--- config.mk ---
export PLATFORM = sky130hd
export DESIGN_NAME = alu_issue_unit
export DESIGN_NICKNAME = d
export VERILOG_FILES = /design/src/rtl/alu_issue_unit_pkg.sv /design/src/rtl/alu_issue_unit_op_decode.sv /design/src/rtl/alu_issue_unit.sv
export SDC_FILE = /design/constraint.sdc
export NUM_CORES = 1
export LEC_CHECK = 0
export ABC_AREA = 1
export BUFFER_PORTS_ARGS = -buffer_cell sky130_fd_sc_hd__buf_2
export CAP_MARGIN = 15
export CORE_UTILIZATION = 25
export DETAILED_ROUTE_END_ITERATION = 6
export PLACE_DENSITY = 0.45
export SLEW_MARGIN = 20
export SYNTH_ARGS = -nofsm -noshare
export SYNTH_HDL_FRONTEND = slang
export SYNTH_SLANG_ARGS = --single-unit
--- constraint.sdc ---
create_clock -name clk -period 5.8 [get_ports clk]
set_clock_uncertainty 0.2 [all_clocks]
set_input_delay 1.16 -clock clk [delete_from_list [all_inputs] [get_ports clk]]
set_output_delay 1.16 -clock clk [all_outputs]
set_load 0.02 [all_outputs]
--- src/rtl/alu_issue_unit_pkg.sv ---
// Shared constants and types for the ALU issue unit: opcodes, ALU control
// codes, flag bit positions and FSM state encoding.
package alu_issue_unit_pkg;

  localparam logic [6:0] OP_R = 7'b0110011;
  localparam logic [6:0] OP_I = 7'b0010011;

  localparam logic [2:0] ALU_ADD = 3'b000;
  localparam logic [2:0] ALU_SUB = 3'b001;
  localparam logic [2:0] ALU_AND = 3'b010;
  localparam logic [2:0] ALU_OR  = 3'b011;
  localparam logic [2:0] ALU_SLT = 3'b101;

  localparam int FLAG_N = 3;
  localparam int FLAG_Z = 2;
  localparam int FLAG_C = 1;
  localparam int FLAG_V = 0;

  typedef enum logic [1:0] {
    IDLE = 2'd0,
    EXEC = 2'd1,
    RESP = 2'd2
  } state_e;

endpackage

--- src/rtl/alu_issue_unit_op_decode.sv ---
// Combinational decode of opcode/funct3/funct7b5 into an ALU control code,
// an operand-B select and an illegal-operation indication.
module alu_op_decode
  import alu_issue_unit_pkg::*;
(
  input  logic [6:0] opcode,
  input  logic [2:0] funct3,
  input  logic       funct7b5,
  output logic [2:0] alu_control,
  output logic       use_imm,
  output logic       illegal
);

  logic is_r;
  logic is_i;

  assign is_r = (opcode == OP_R);
  assign is_i = (opcode == OP_I);

  always_comb begin
    alu_control = ALU_ADD;
    use_imm     = is_i;
    illegal     = 1'b0;
    if (!(is_r || is_i)) begin
      illegal = 1'b1;
    end else begin
      unique case (funct3)
        // funct7b5 only selects subtract for register-register ops
        3'b000:  alu_control = (is_r && funct7b5) ? ALU_SUB : ALU_ADD;
        3'b010:  alu_control = ALU_SLT;
        3'b110:  alu_control = ALU_OR;
        3'b111:  alu_control = ALU_AND;
        default: illegal     = 1'b1;
      endcase
    end
  end

endmodule

--- src/rtl/alu_issue_unit.sv ---
// Sequential front end for the combinational ALU: accepts one decoded op,
// registers operands, captures result/flags a cycle later, returns a response.
module alu_issue_unit
  import alu_issue_unit_pkg::*;
#(
  parameter int CNT_W = 16
) (
  input  logic             clk,
  input  logic             rst,
  // Both channels: a transfer happens on a rising edge where valid && ready;
  // the producer holds its payload stable while valid is high and not taken.
  input  logic             in_valid,
  output logic             in_ready,
  input  logic [6:0]       in_opcode,
  input  logic [2:0]       in_funct3,
  input  logic             in_funct7b5,
  input  logic [31:0]      in_rs1,
  input  logic [31:0]      in_rs2,
  input  logic [31:0]      in_imm,
  output logic [31:0]      alu_a,
  output logic [31:0]      alu_b,
  output logic [2:0]       alu_control,
  input  logic [31:0]      alu_result,
  input  logic             alu_negative,
  input  logic             alu_zero,
  input  logic             alu_carry,
  input  logic             alu_overflow,
  output logic             out_valid,
  input  logic             out_ready,
  output logic [31:0]      out_result,
  output logic [3:0]       out_flags,
  output logic             out_illegal,
  output logic [CNT_W-1:0] retire_count
);

  state_e           state_q, state_d;
  logic [31:0]      alu_a_q, alu_a_d;
  logic [31:0]      alu_b_q, alu_b_d;
  logic [2:0]       alu_control_q, alu_control_d;
  logic [31:0]      out_result_q, out_result_d;
  logic [3:0]       out_flags_q, out_flags_d;
  logic             out_illegal_q, out_illegal_d;
  logic [CNT_W-1:0] retire_count_q, retire_count_d;

  logic [2:0]       dec_control;
  logic             dec_use_imm;
  logic             dec_illegal;
  logic [3:0]       alu_flags;

  alu_op_decode u_decode (
    .opcode      (in_opcode),
    .funct3      (in_funct3),
    .funct7b5    (in_funct7b5),
    .alu_control (dec_control),
    .use_imm     (dec_use_imm),
    .illegal     (dec_illegal)
  );

  always_comb begin
    alu_flags         = 4'b0000;
    alu_flags[FLAG_N] = alu_negative;
    alu_flags[FLAG_Z] = alu_zero;
    alu_flags[FLAG_C] = alu_carry;
    alu_flags[FLAG_V] = alu_overflow;
  end

  always_comb begin
    state_d        = state_q;
    alu_a_d        = alu_a_q;
    alu_b_d        = alu_b_q;
    alu_control_d  = alu_control_q;
    out_result_d   = out_result_q;
    out_flags_d    = out_flags_q;
    out_illegal_d  = out_illegal_q;
    retire_count_d = retire_count_q;
    unique case (state_q)
      IDLE: begin
        if (in_valid) begin
          if (dec_illegal) begin
            // ALU operand registers deliberately untouched on illegal ops
            out_result_d  = 32'd0;
            out_flags_d   = 4'b0000;
            out_illegal_d = 1'b1;
            state_d       = RESP;
          end else begin
            alu_a_d       = in_rs1;
            alu_b_d       = dec_use_imm ? in_imm : in_rs2;
            alu_control_d = dec_control;
            state_d       = EXEC;
          end
        end
      end
      EXEC: begin
        out_result_d  = alu_result;
        out_flags_d   = alu_flags;
        out_illegal_d = 1'b0;
        state_d       = RESP;
      end
      RESP: begin
        if (out_ready) begin
          retire_count_d = retire_count_q + {{(CNT_W-1){1'b0}}, 1'b1};
          state_d        = IDLE;
        end
      end
      default: state_d = IDLE;
    endcase
  end

  always_ff @(posedge clk or posedge rst) begin
    if (rst) begin
      state_q        <= IDLE;
      alu_a_q        <= 32'd0;
      alu_b_q        <= 32'd0;
      alu_control_q  <= 3'd0;
      out_result_q   <= 32'd0;
      out_flags_q    <= 4'd0;
      out_illegal_q  <= 1'b0;
      retire_count_q <= '0;
    end else begin
      state_q        <= state_d;
      alu_a_q        <= alu_a_d;
      alu_b_q        <= alu_b_d;
      alu_control_q  <= alu_control_d;
      out_result_q   <= out_result_d;
      out_flags_q    <= out_flags_d;
      out_illegal_q  <= out_illegal_d;
      retire_count_q <= retire_count_d;
    end
  end

  assign in_ready     = (state_q == IDLE);
  assign out_valid    = (state_q == RESP);
  assign alu_a        = alu_a_q;
  assign alu_b        = alu_b_q;
  assign alu_control  = alu_control_q;
  assign out_result   = out_result_q;
  assign out_flags    = out_flags_q;
  assign out_illegal  = out_illegal_q;
  assign retire_count = retire_count_q;

endmodule

Word level (Yosys, flattened, before mapping):

Index checks and enable logic that the tools add are counted.
W data, S select, Z words.

* flip-flop bits (word level): 122
* latch bits: 0
* memory bits (writable): 0
* ROM bits: 0
* output and inout bits: 122
* logic and storage cells: 49
* memories: 0

* add/subtract/negate cells: 1
* $mul: 0
* divide/modulo/power cells: 0
* order comparisons: 0
* equality and inequality tests: 10
* shift-type cells: 0
* muxes and demuxes: 19
* bitwise gates (word level): 1
* reductions and logical operators: 10

Operators by type and width (count)
* $mux W32: 3
* $pmux W32 S2: 1
* $add A16 B1 Y16 const B: 1
* $pmux W3 S4: 1
* $mux W4: 2
* $pmux W4 S2: 1
* $eq A7 B5 Y1 const B: 1
* $eq A7 B6 Y1 const B: 1
* $eq A3 B3 Y1 const B: 2
* $mux W2: 3
* $pmux W2 S3: 1
* $reduce_and A3 Y1: 2
* $mux W1: 5
* $ne A2 B1 Y1 const B: 2
* $reduce_and A2 Y1: 2
* $reduce_or A4 Y1: 1
* $eq A3 B2 Y1 const B: 1
* $logic_not A3 Y1: 1
* $mux W3: 1
* $eq A2 B1 Y1 const B: 1
* $eq A2 B2 Y1 const B: 1
* $logic_not A2 Y1: 1
* $ne A2 B2 Y1 const B: 1
* $pmux W1 S2: 1
* other kinds (4): 4

Depth between registers and ports, before layout:

Gate-level depths: netlist of run 1.

* word-level depth: 7
* depth in mapped cells: 9
* gate-level depth less buffers: 9

Cells and area by module:

Synthesis of run 1 repeated with hierarchy kept, for this count alone.

* cells, all modules: 610
* area, all modules: 5216.3 um2

Modules (own cells, without submodules)
* alu_issue_unit: times used 1, cells an instance 587, area each 5107.4 um2, seq. area each 3052.9 um2
* alu_op_decode: times used 1, cells an instance 23, area each 108.9 um2, seq. area each 0.0 um2

Least setup slack after synthesis of run 1:

Ideal clock, no wire load.

* path type: input -> register
* start point: input in_opcode[4]
* end point: register alu_b_q[0], in the netlist alu_b[0]
* arrival: 2149 ps
* required time: 5484 ps
* slack: 3334 ps
* stages: 8
* buffers on the path: 2
* cell sequence: inv_1 > or2_4 > nor2_4 > nand3_2 > buf_2 > buf_2 > nand2_1 > nand2_1

* word-level cells in the longest chain between the ends: 5
* elaborated cells on any way between the ends: 7
* those cells by class: 2 x eq/ne; 2 x mux; 1 x bitwise; 2 x reduce/logical

Ends and longest elaborated chain
* start: declaration: RTL line alu_issue_unit.sv:14 `input logic [6:0] in_opcode,`
* $eq A7 B6 Y1 / $eq A7 B5 Y1 (equally long branches): RTL line alu_issue_unit_op_decode.sv:17, alu_issue_unit_op_decode.sv:18
* $logic_or A1 B1 Y1: RTL line alu_issue_unit_op_decode.sv:24 `if (!(is_r || is_i)) begin`
* $mux W1: RTL line alu_issue_unit_op_decode.sv:24
* $not A1 Y1 (no source line)
* $reduce_and A3 Y1 (no source line)
* end signal: assignment: RTL line alu_issue_unit.sv:122 `alu_b_q <= alu_b_d;`
* end: declaration: RTL line alu_issue_unit.sv:38 `logic [31:0] alu_b_q, alu_b_d;`

Several ways; a longest one is shown, not always the timed one.
A chain may end at the register's enable or synchronous reset.

Final worst setup path of run 1:

* start point: input in_opcode[6]
* end point: register alu_a_q[6], in the netlist alu_a[6]

* word-level cells in the longest chain between the ends: 5
* elaborated cells on any way between the ends: 6
* those cells by class: 2 x eq/ne; 1 x mux; 1 x bitwise; 2 x reduce/logical

Ends and longest elaborated chain
* $eq A7 B6 Y1 / $eq A7 B5 Y1 (equally long branches): RTL line alu_issue_unit_op_decode.sv:17, alu_issue_unit_op_decode.sv:18
* $logic_or A1 B1 Y1 (*): RTL line alu_issue_unit_op_decode.sv:24
* $mux W1 (*): RTL line alu_issue_unit_op_decode.sv:24
* $not A1 Y1 (no source line) (*)
* $reduce_and A3 Y1 (no source line) (*)
* end signal: assignment: RTL line alu_issue_unit.sv:121 `alu_a_q <= alu_a_d;`
* end: declaration: RTL line alu_issue_unit.sv:37 `logic [31:0] alu_a_q, alu_a_d;`

Mark *: on every way between the ends. The rest lies on a longest branch, timed or not.

==> flow_metrics.tcl, run 1 <==
set metrics [dict create \
    status "finished clean" \
    dieArea_um2 22200 \
    r2r-end "alu_a[6]" \
    final_area_um2 7510 \
    yosysMostFrequentCell "nand2_1" \
    reg2reg_depth 8 \
    layout_setup_ws_ns 3.08 \
    ys_warn_count 0 \
    drt_iter0_markers 165 \
    clk_path_buf_depth 2 \
    crit_type "primary input to flip-flop" \
    grt_usage_pct 15.3 \
    start_kind "primary input" \
    worstMarginPinSlew_ns 0.807 \
    syn_avg_cell_area_um2 7.99 \
    min_path_type "flip-flop to flip-flop" \
    start_util_pct 25.6 \
    cts_resized 0 \
    hold_slack_ns 0.271 \
    drv_cap 0 \
    cts_buffers 17 \
    final_antenna_net_count 0 \
    hpwl_mm 11.6 \
    path_clk_slew_ns 0.06 \
    portBuffers 268 \
    drive_above_1_share_pct 33.5 \
    place_ws_ns 2.26 \
    area_delta_synth_final_pct 39.2 \
    antenna_found_initial 1 \
    multi_input_area_um2 2080 \
    tns_ns 0 \
    synthArstFlopShare_pct 100 \
    die-height_um 149 \
    synth-main-ff-cell "dfrtp_1" \
    p_per_area_nw_per_um2 290 \
    ys_top_cells_by_count "374 x nand2_1, 122 x dfrtp_1, 78 x nand3_1" \
    grt_pass1_wl_mm 25.8 \
    synth-edff-count 0 \
    syn_nets 823 \
    period_share_pct 47.0 \
    synth_cell_types 24 \
    rsz0062_at_grt "false" \
    r2r_slack_ns 3.62 \
    ys_ff_latch 122 \
    cts_tree "yes" \
    post-route-min-period_ns 2.72 \
    required_ns 5.95 \
    htreeDepth 4 \
    layout.area.seq_um2 3050 \
    total_leakage_power_nw 4.61 \
    via_per_inst 4.18 \
    synth_top_area_share_pct 56.6 \
    gp_congestion 0.749 \
    crit_fanout 47 \
    slew_headroom_pct 46.2 \
    drc 0 \
    netlist_area_um2 5390 \
    setup_viol 0 \
    seq_area_frac_synth_pct 56.6 \
    syn_inst 675 \
    placed_area_um2 6960 \
    critPathCaptureType "flip-flop" \
    vdd_ir_drop_max_mv 0.131 \
    cts_setup_buffers 0 \
    rows 53 \
    cts_sinks 122 \
    synth_area_leaders "dfrtp_1 57%, nand2_1 26%, nand3_1 7.2%, nor2_1 1.3%, inv_1 1.3%" \
    fin_nets 1084 \
    io_pins 269 \
    hp-start "alu_a[26]" \
    clk_latency_ns 0.41 \
    utilization_pct 35.6 \
    crit_end "alu_a[6]" \
    grt_overflow 0 \
    slew_viol_final 0 \
    wl_per_cell_um 13.8 \
    fmax_ghz 0.367 \
    die_w_um 149 \
    grt_start_max_net_pins 70 \
    hold_viol 0 \
    yosys.area.top_type "dfrtp_1" \
    crit_start "in_opcode[6]" \
    grt_pass1_vias 4769 \
    cts_root_buffer "clkbuf_16" \
    fillers 2269 \
    vias 5116 \
    drtPass1Iterations 4 \
    worstPathArrival_ns 2.88 \
    coreArea_um2 21100 \
    totalWireLength_mm 16.9 \
    reg2reg_from "state_q[0]" \
    ctsHoldBuffers 0 \
]
-- layout by cell type (no fill, tap or decap) --
| cell | instances |
|---|---|
| nand4_1 | 2 |
| buf_2 | 268 |
| nor2_4 | 1 |
| nor2_2 | 2 |
| a21oi_1 | 1 |
| inv_8 | 1 |
| or2_4 | 1 |
| clkinvlp_4 | 3 |
| nor3_1 | 1 |
| inv_4 | 1 |
| inv_1 | 17 |
| clkbuf_16 | 17 |
| nand3_1 | 78 |
| xnor2_1 | 7 |
| nand3_2 | 1 |
| o211ai_1 | 1 |
| xor2_1 | 5 |
| diode_2 | 1 |
| clkinv_4 | 4 |
| inv_6 | 4 |
| inv_2 | 3 |
| nor2_1 | 18 |
| dfrtp_1 | 122 |
| buf_4 | 8 |
| clkinv_2 | 3 |
| o21ai_1 | 1 |
| nand2_2 | 1 |
| nand2_1 | 373 |
| o21ai_0 | 4 |
| ha_1 | 1 |
-- power by group --
group          total (mW)  switching [mW]  leakage [nW]  internal, mW
clock               0.982           0.429         0.262         0.554
sequential          0.932          0.0374          1.67         0.895
combinational       0.266           0.164          2.68         0.102
total                2.18           0.630          4.61          1.55
-- cell type report --
| class | count | area share, % |
|---|---|---|
| Antenna cell | 1 | 0.0333 |
| Tap cell | 275 | 4.58 |
| Timing Repair Buffer | 276 | 18.7 |
| Sequential cell | 122 | 40.7 |
| Clock inverter | 15 | 1.58 |
| Clock buffer | 17 | 5.67 |
| Inverter | 21 | 1.08 |
| Multi-Input combinational cell | 498 | 27.7 |
-- how the worst min path moves through the flow --
| stage | to | slack [ns] | cells after the start |
|---|---|---|---|
| detailed placement | alu_a[26] | 0.26 | 2 |
| global route | alu_control[1] | 0.29 | 2 |
| CTS | alu_b[2] | 0.28 | 2 |
| global placement | alu_b[6] | 0.26 | 2 |
| floorplan | state_q[1] | 0.35 | 3 |
| finish | alu_a[26] | 0.27 | 2 |
-- cells by family after synthesis --
kind of cell / share of synthesized area (%)
AND/OR/NAND/NOR: 35.6
flip-flops: 56.6
adder cells (fa/ha/maj): 0.232
buffers and inverters: 4.94
AO/OA/AOI/OAI: 0.696
XOR/XNOR: 1.95
-- registers in the layout, summed over array words and instances (netlist names) --
register,flops
alu_a,32
alu_b,32
out_result,32
retire_count,16
out_flags,4
alu_control,3
state_q,2
out_illegal,1
-- per-stage QoR --
step / total power [mW] / cells
floorplan: 1.09 / 675
global placement: 1.22 / 1192
detailed placement: 1.22 / 1192
CTS: 2.22 / 1224
global route: 2.30 / 1224
finish: 2.18 / 1225
-- routing by layer --
metal	vias to the layer above	share of wire, %	wire (um)	GRT usage (%)
met5	-	0	0	0
met4	0	1.2	197	5.26
li1	2619	-	-	-
met2	192	46	7770	24.1
met3	14	8.2	1380	5.23
met1	2291	45	7550	19.3
-- worst max-delay path: stages --
cell and delay [ns]:
buf_2 0.10, or2_4 0.27, nor2_4 0.20, nand3_2 0.10, inv_2 0.29, buf_4 0.53, nand2_1 0.12, nand2_1 0.08
No activity file was read; power rests on OpenSTA's default activity.
==> run 2: changes to the inputs <==
Clock period 5.8 ns to 2.6 ns, I/O delays scaled along.
==> flow_metrics.tcl, run 2 (synthesis results as in run 1) <==
set metrics [dict create \
    status "finished clean" \
    drive_above_1_share_pct 33.5 \
    cts_sinks 122 \
    vdd_ir_drop_max_mv 0.302 \
    grt_overflow 0 \
    coreArea_um2 21100 \
    final_antenna_net_count 0 \
    area_delta_synth_final_pct 40.7 \
    htreeDepth 4 \
    drt_iter0_markers 154 \
    hp-start "in_rs1[7]" \
    cts_root_buffer "clkbuf_16" \
    tns_ns 0 \
    drc 0 \
    r2r_slack_ns 0.77 \
    slew_headroom_pct 52.3 \
    vias 5143 \
    cts_resized 0 \
    mostFrequentLayoutCells "374 x nand2_1, 268 x buf_2, 122 x dfrtp_1" \
    cts_setup_buffers 0 \
    r2r-end "retire_count[15]" \
    die_w_um 149 \
    drtPass1Iterations 4 \
    critPathCaptureType "output port" \
    worstPathArrival_ns 1.22 \
    ctsHoldBuffers 0 \
    crit_fanout 4 \
    p_per_area_nw_per_um2 653 \
    grt_pass1_wl_mm 26.5 \
    placed_area_um2 7020 \
    total_leakage_power_nw 4.64 \
    path_clk_slew_ns 0.06 \
    grt_usage_pct 15.3 \
    utilization_pct 36.0 \
    cts_buffers 17 \
    crit_type "flip-flop to output port" \
    wl_per_cell_um 13.3 \
    drv_cap 0 \
    whs_path_depth 3 \
    io_pins 269 \
    period_share_pct 74.6 \
    reg2reg_depth 6 \
    clk_path_buf_depth 2 \
    antenna_found_initial 1 \
    start_kind "flip-flop" \
    die-height_um 149 \
    final_common_cell "nand2_1" \
    grt_pass1_vias 5229 \
    setup_viol 0 \
    fmax_ghz 0.515 \
    rows 53 \
    worstHoldEndpoint "alu_a[7]" \
    final_area_um2 7590 \
    totalWireLength_mm 16.3 \
    portBuffers 268 \
    hold_viol 0 \
    min_path_type "primary input to flip-flop" \
    reg2reg_from "state_q[0]" \
    via_per_inst 4.19 \
    slew_viol_final 0 \
    cts_tree "yes" \
    worstMarginPinSlew_ns 0.716 \
    dieArea_um2 22200 \
    gp_congestion 0.737 \
    start_util_pct 25.6 \
    fin_nets 1085 \
    grt_start_max_net_pins 123 \
    rsz0062_at_grt "false" \
    post-route-min-period_ns 1.94 \
    required_ns 1.88 \
    clk_latency_ns 0.40 \
    hpwl_mm 11.4 \
]
-- run 2: final cells by class --
| class | instances | area, um2 |
|---|---|---|
| Tap cell | 275 | 344 |
| Timing Repair Buffer | 277 | 1460 |
| Inverter | 21 | 82.6 |
| Clock buffer | 19 | 453 |
| Clock inverter | 13 | 118 |
| Multi-Input combinational cell | 498 | 2080 |
| Antenna cell | 1 | 2.50 |
| Fill cell | 2288 | 13500 |
| Sequential cell | 122 | 3050 |
-- run 2: critical path, cell delays in order (launching register included) --
cell     delay, ns
dfrtp_1       0.38
inv_1         0.12
nand2_1       0.09
inv_1         0.05
buf_2         0.17
-- run 2: worst max path at each step --
| stage | start | end | slack, ns | cells after the start |
|---|---|---|---|---|
| CTS | state_q[0] | in_ready | 0.64 | 4 |
| floorplan | rst | alu_a[0] | 0.38 | 1 |
| finish | state_q[0] | in_ready | 0.66 | 4 |
| detailed placement | in_opcode[3] | alu_a[0] | 0.44 | 9 |
| global placement | in_opcode[6] | alu_a[0] | 0.48 | 8 |
| global route | state_q[0] | retire_count[15] | 0.53 | 6 |
-- run 2: where the power goes --
group | internal [mW] | switching, mW | total [mW] | leakage (nW)
sequential | 2.00 | 0.0856 | 2.08 | 1.67
clock | 1.37 | 0.906 | 2.28 | 0.280
combinational | 0.233 | 0.366 | 0.598 | 2.69
-- run 2: through the flow --
stage	total power [mW]	setup slack, ns	hold slack [ns]	instances
2_1_floorplan	2.43	0.383	0.352	675
3_3_place_gp	2.73	0.479	0.257	1193
3_5_place_dp	2.73	0.444	0.260	1193
4_1_cts	5.07	0.638	0.0833	1225
5_1_grt	5.23	0.527	0.0865	1226
6_report	4.96	0.659	0.104	1226
-- run 2: routing by layer --
metal | global-route usage (%) | wire length (um)
met4 | 5.56 | 284
met3 | 5.08 | 1290
met5 | 0 | 0
met1 | 18.8 | 7400
met2 | 25.0 | 7350
==> run 3: changes to the inputs <==
Settings changed: ABC_AREA 1 to 0, PLACE_DENSITY 0.45 to 0.46.
Clock period 2.6 ns to 1.65 ns, I/O delays scaled along.
==> flow_metrics.tcl, run 3 <==
set metrics [dict create \
    synth_cell_types 37 \
    final_common_cell "buf_2" \
    slew_viol_final 0 \
    crit_family "buffers and inverters" \
    crit_type "flip-flop to output port" \
    slowest_stage "dfrtp_1" \
    cts_sinks 122 \
    cts_buffers 17 \
    fillers 1986 \
    crit_chain "buf_6 -> buf_12 -> nor2_4 -> buf_6" \
    final_area_um2 9450 \
    grt_start_max_net_pins 70 \
    wl_per_cell_um 15.4 \
    hold_viol 1 \
    synth_area_leaders "dfrtp_1 56%, mux2_4 7.9%, o21ai_0 6.4%, mux2i_1 5.8%, a22oi_1 4.9%" \
    yosysMostFrequentCell "dfrtp_1" \
    vias 5132 \
    crit_fanout 18 \
    crit_buf_inv 3 \
    portBuffers 268 \
    status "finished, violations left" \
    grt_usage_pct 15.8 \
    hpwl_mm 11.7 \
    hold_slack_ns -0.000182 \
    grt_overflow 0 \
    syn_avg_cell_area_um2 11.9 \
    p_per_area_nw_per_um2 1160 \
    layout_setup_ws_ns -0.215 \
    post-route-min-period_ns 1.86 \
    start_kind "flip-flop" \
    worstPathArrival_ns 1.33 \
    ys_warn_count 0 \
    yosys.area.top_type "dfrtp_1" \
    drive_above_1_share_pct 45.9 \
    max_stage_delay_ns 0.39 \
    slew_headroom_pct 74.7 \
    coreArea_um2 21300 \
    synth_top_area_share_pct 55.5 \
    dieArea_um2 22600 \
    drtPass1Iterations 4 \
    final_antenna_net_count 0 \
    syn_nets 611 \
    multi_input_area_um2 2320 \
    tns_ns -12.22 \
    clk_path_buf_depth 2 \
    period_share_pct 113 \
    utilization_pct 44.4 \
    layout.area.seq_um2 3060 \
    ys_ff_latch 122 \
    fmax_ghz 0.536 \
    via_per_inst 4.42 \
    antenna_found_initial 3 \
    ys_top_cells_by_count "122 x dfrtp_1, 70 x o21ai_0, 43 x nand2_1" \
    placed_area_um2 7380 \
    synth-main-ff-cell "dfrtp_1" \
    htreeDepth 4 \
    rsz0062_at_grt "true" \
    io_pins 269 \
    synth-edff-count 0 \
    vdd_ir_drop_max_mv 0.548 \
    path_clk_slew_ns 0.06 \
    violations "hold timing, setup timing" \
    setup_viol 107 \
    totalWireLength_mm 17.9 \
    total_leakage_power_nw 5.05 \
    drt_iter0_markers 162 \
    seq_area_frac_synth_pct 55.5 \
    die-height_um 150 \
    place_ws_ns -0.326 \
    die_w_um 150 \
    drc 0 \
    synthArstFlopShare_pct 100 \
    drv_cap 0 \
    required_ns 1.12 \
    netlist_area_um2 5500 \
    start_util_pct 25.8 \
    cts_root_buffer "clkbuf_16" \
    min_path_type "primary input to flip-flop" \
    grt_pass1_wl_mm 27.5 \
    mostFrequentLayoutCells "258 x buf_2, 119 x dfrtp_1, 100 x dlygate4sd3_1" \
    path_common_cell "buf_6" \
    area_delta_synth_final_pct 71.9 \
    cts_tree "yes" \
    critPathCaptureType "output port" \
    worstMarginPinSlew_ns 0.379 \
    grt_pass1_vias 5383 \
    fin_nets 1020 \
    rows 53 \
    clk_latency_ns 0.41 \
    gp_congestion 0.761 \
    syn_inst 463 \
]
[run 3: changes by cell type after synthesis, moves of 6 or more]
cell / previous run / this run
a22oi_1: 0 / 36
buf_1: 6 / 0
inv_1: 18 / 6
mux2_4: 0 / 29
mux2i_1: 0 / 32
nand2_1: 374 / 43
nand2b_1: 0 / 36
nand3_1: 78 / 6
nor2_1: 19 / 4
o21ai_0: 4 / 70
[run 3: final timing paths]
path	startpoint	end	slack, ns	depth (start not counted)
setup / recovery	state_q[1]	in_ready	-0.21	4
hold / removal	in_imm[7]	alu_b[7]	-0.0002	3
setup reg to reg	state_q[1]	alu_a[12]	-0.20	5
hold reg to reg	alu_b[8]	alu_b[8]	0.28	2
max in group asynchronous	rst	retire_count[4]	0.50	4
min in group asynchronous	rst	alu_b[29]	0.40	4
[run 3: layout make-up]
cell class	count	area share, %
Inverter	6	0.278
Clock inverter	12	1.59
Antenna cell	3	0.0795
Tap cell	275	3.64
Sequential cell	122	32.4
Clock buffer	19	4.69
Timing Repair Buffer	422	32.8
Multi-Input combinational cell	303	24.6
[run 3: cells by family (layout without fill, tap and decap cells)]
| group | Yosys count | after routing | share of synthesized area (%) |
|---|---|---|---|
| buffers and inverters | 38 | 459 | 3.96 |
| other | 0 | 3 | 0 |
| multiplexers | 64 | 64 | 14.4 |
| adder cells (fa/ha/maj) | 1 | 1 | 0.228 |
| XOR/XNOR | 15 | 15 | 2.39 |
| flip-flops | 122 | 122 | 55.5 |
| AO/OA/AOI/OAI | 113 | 113 | 12.6 |
| AND/OR/NAND/NOR | 110 | 110 | 10.9 |
[run 3: per-stage QoR]
step	std cells	total power, mW
global placement	1011	6.76
CTS	1151	11.0
global route	1162	11.5
detailed placement	1011	6.83
finish	1162	11.0
floorplan	463	5.60
[run 3: repair_timing]
action,in CTS,in global routing
endpoints found under the setup margin,107,121
gates resized for setup,63,32
hold endpoints to repair,212,0
hold buffers,100,0
cloned,5,3
setup buffers,6,5
pin swaps,3,8
[run 3: power breakdown]
| part | leakage [nW] | total [mW] | internal (mW) | switching (mW) |
|---|---|---|---|---|
| clock | 0.285 | 3.78 | 2.40 | 1.38 |
| combinational | 3.12 | 3.16 | 1.41 | 1.75 |
| sequential | 1.64 | 4.04 | 3.58 | 0.462 |
| total | 5.05 | 11.0 | 7.39 | 3.59 |
[run 3: worst reg2reg max path, stage by stage (launching register included)]
cell	delay, ns
dfrtp_1	0.39
buf_4	0.15
nor3b_4	0.24
o2111ai_4	0.20
buf_8	0.23
mux2_4	0.33
[run 3: metal layers]
metal	vias to the layer above	part of all wire, %	global-route usage, %
met1	2480	41	18.4
met4	0	2.2	6.82
met5	-	0	0
met3	18	5.6	3.91
met2	179	51	27.4
li1	2455	-	-
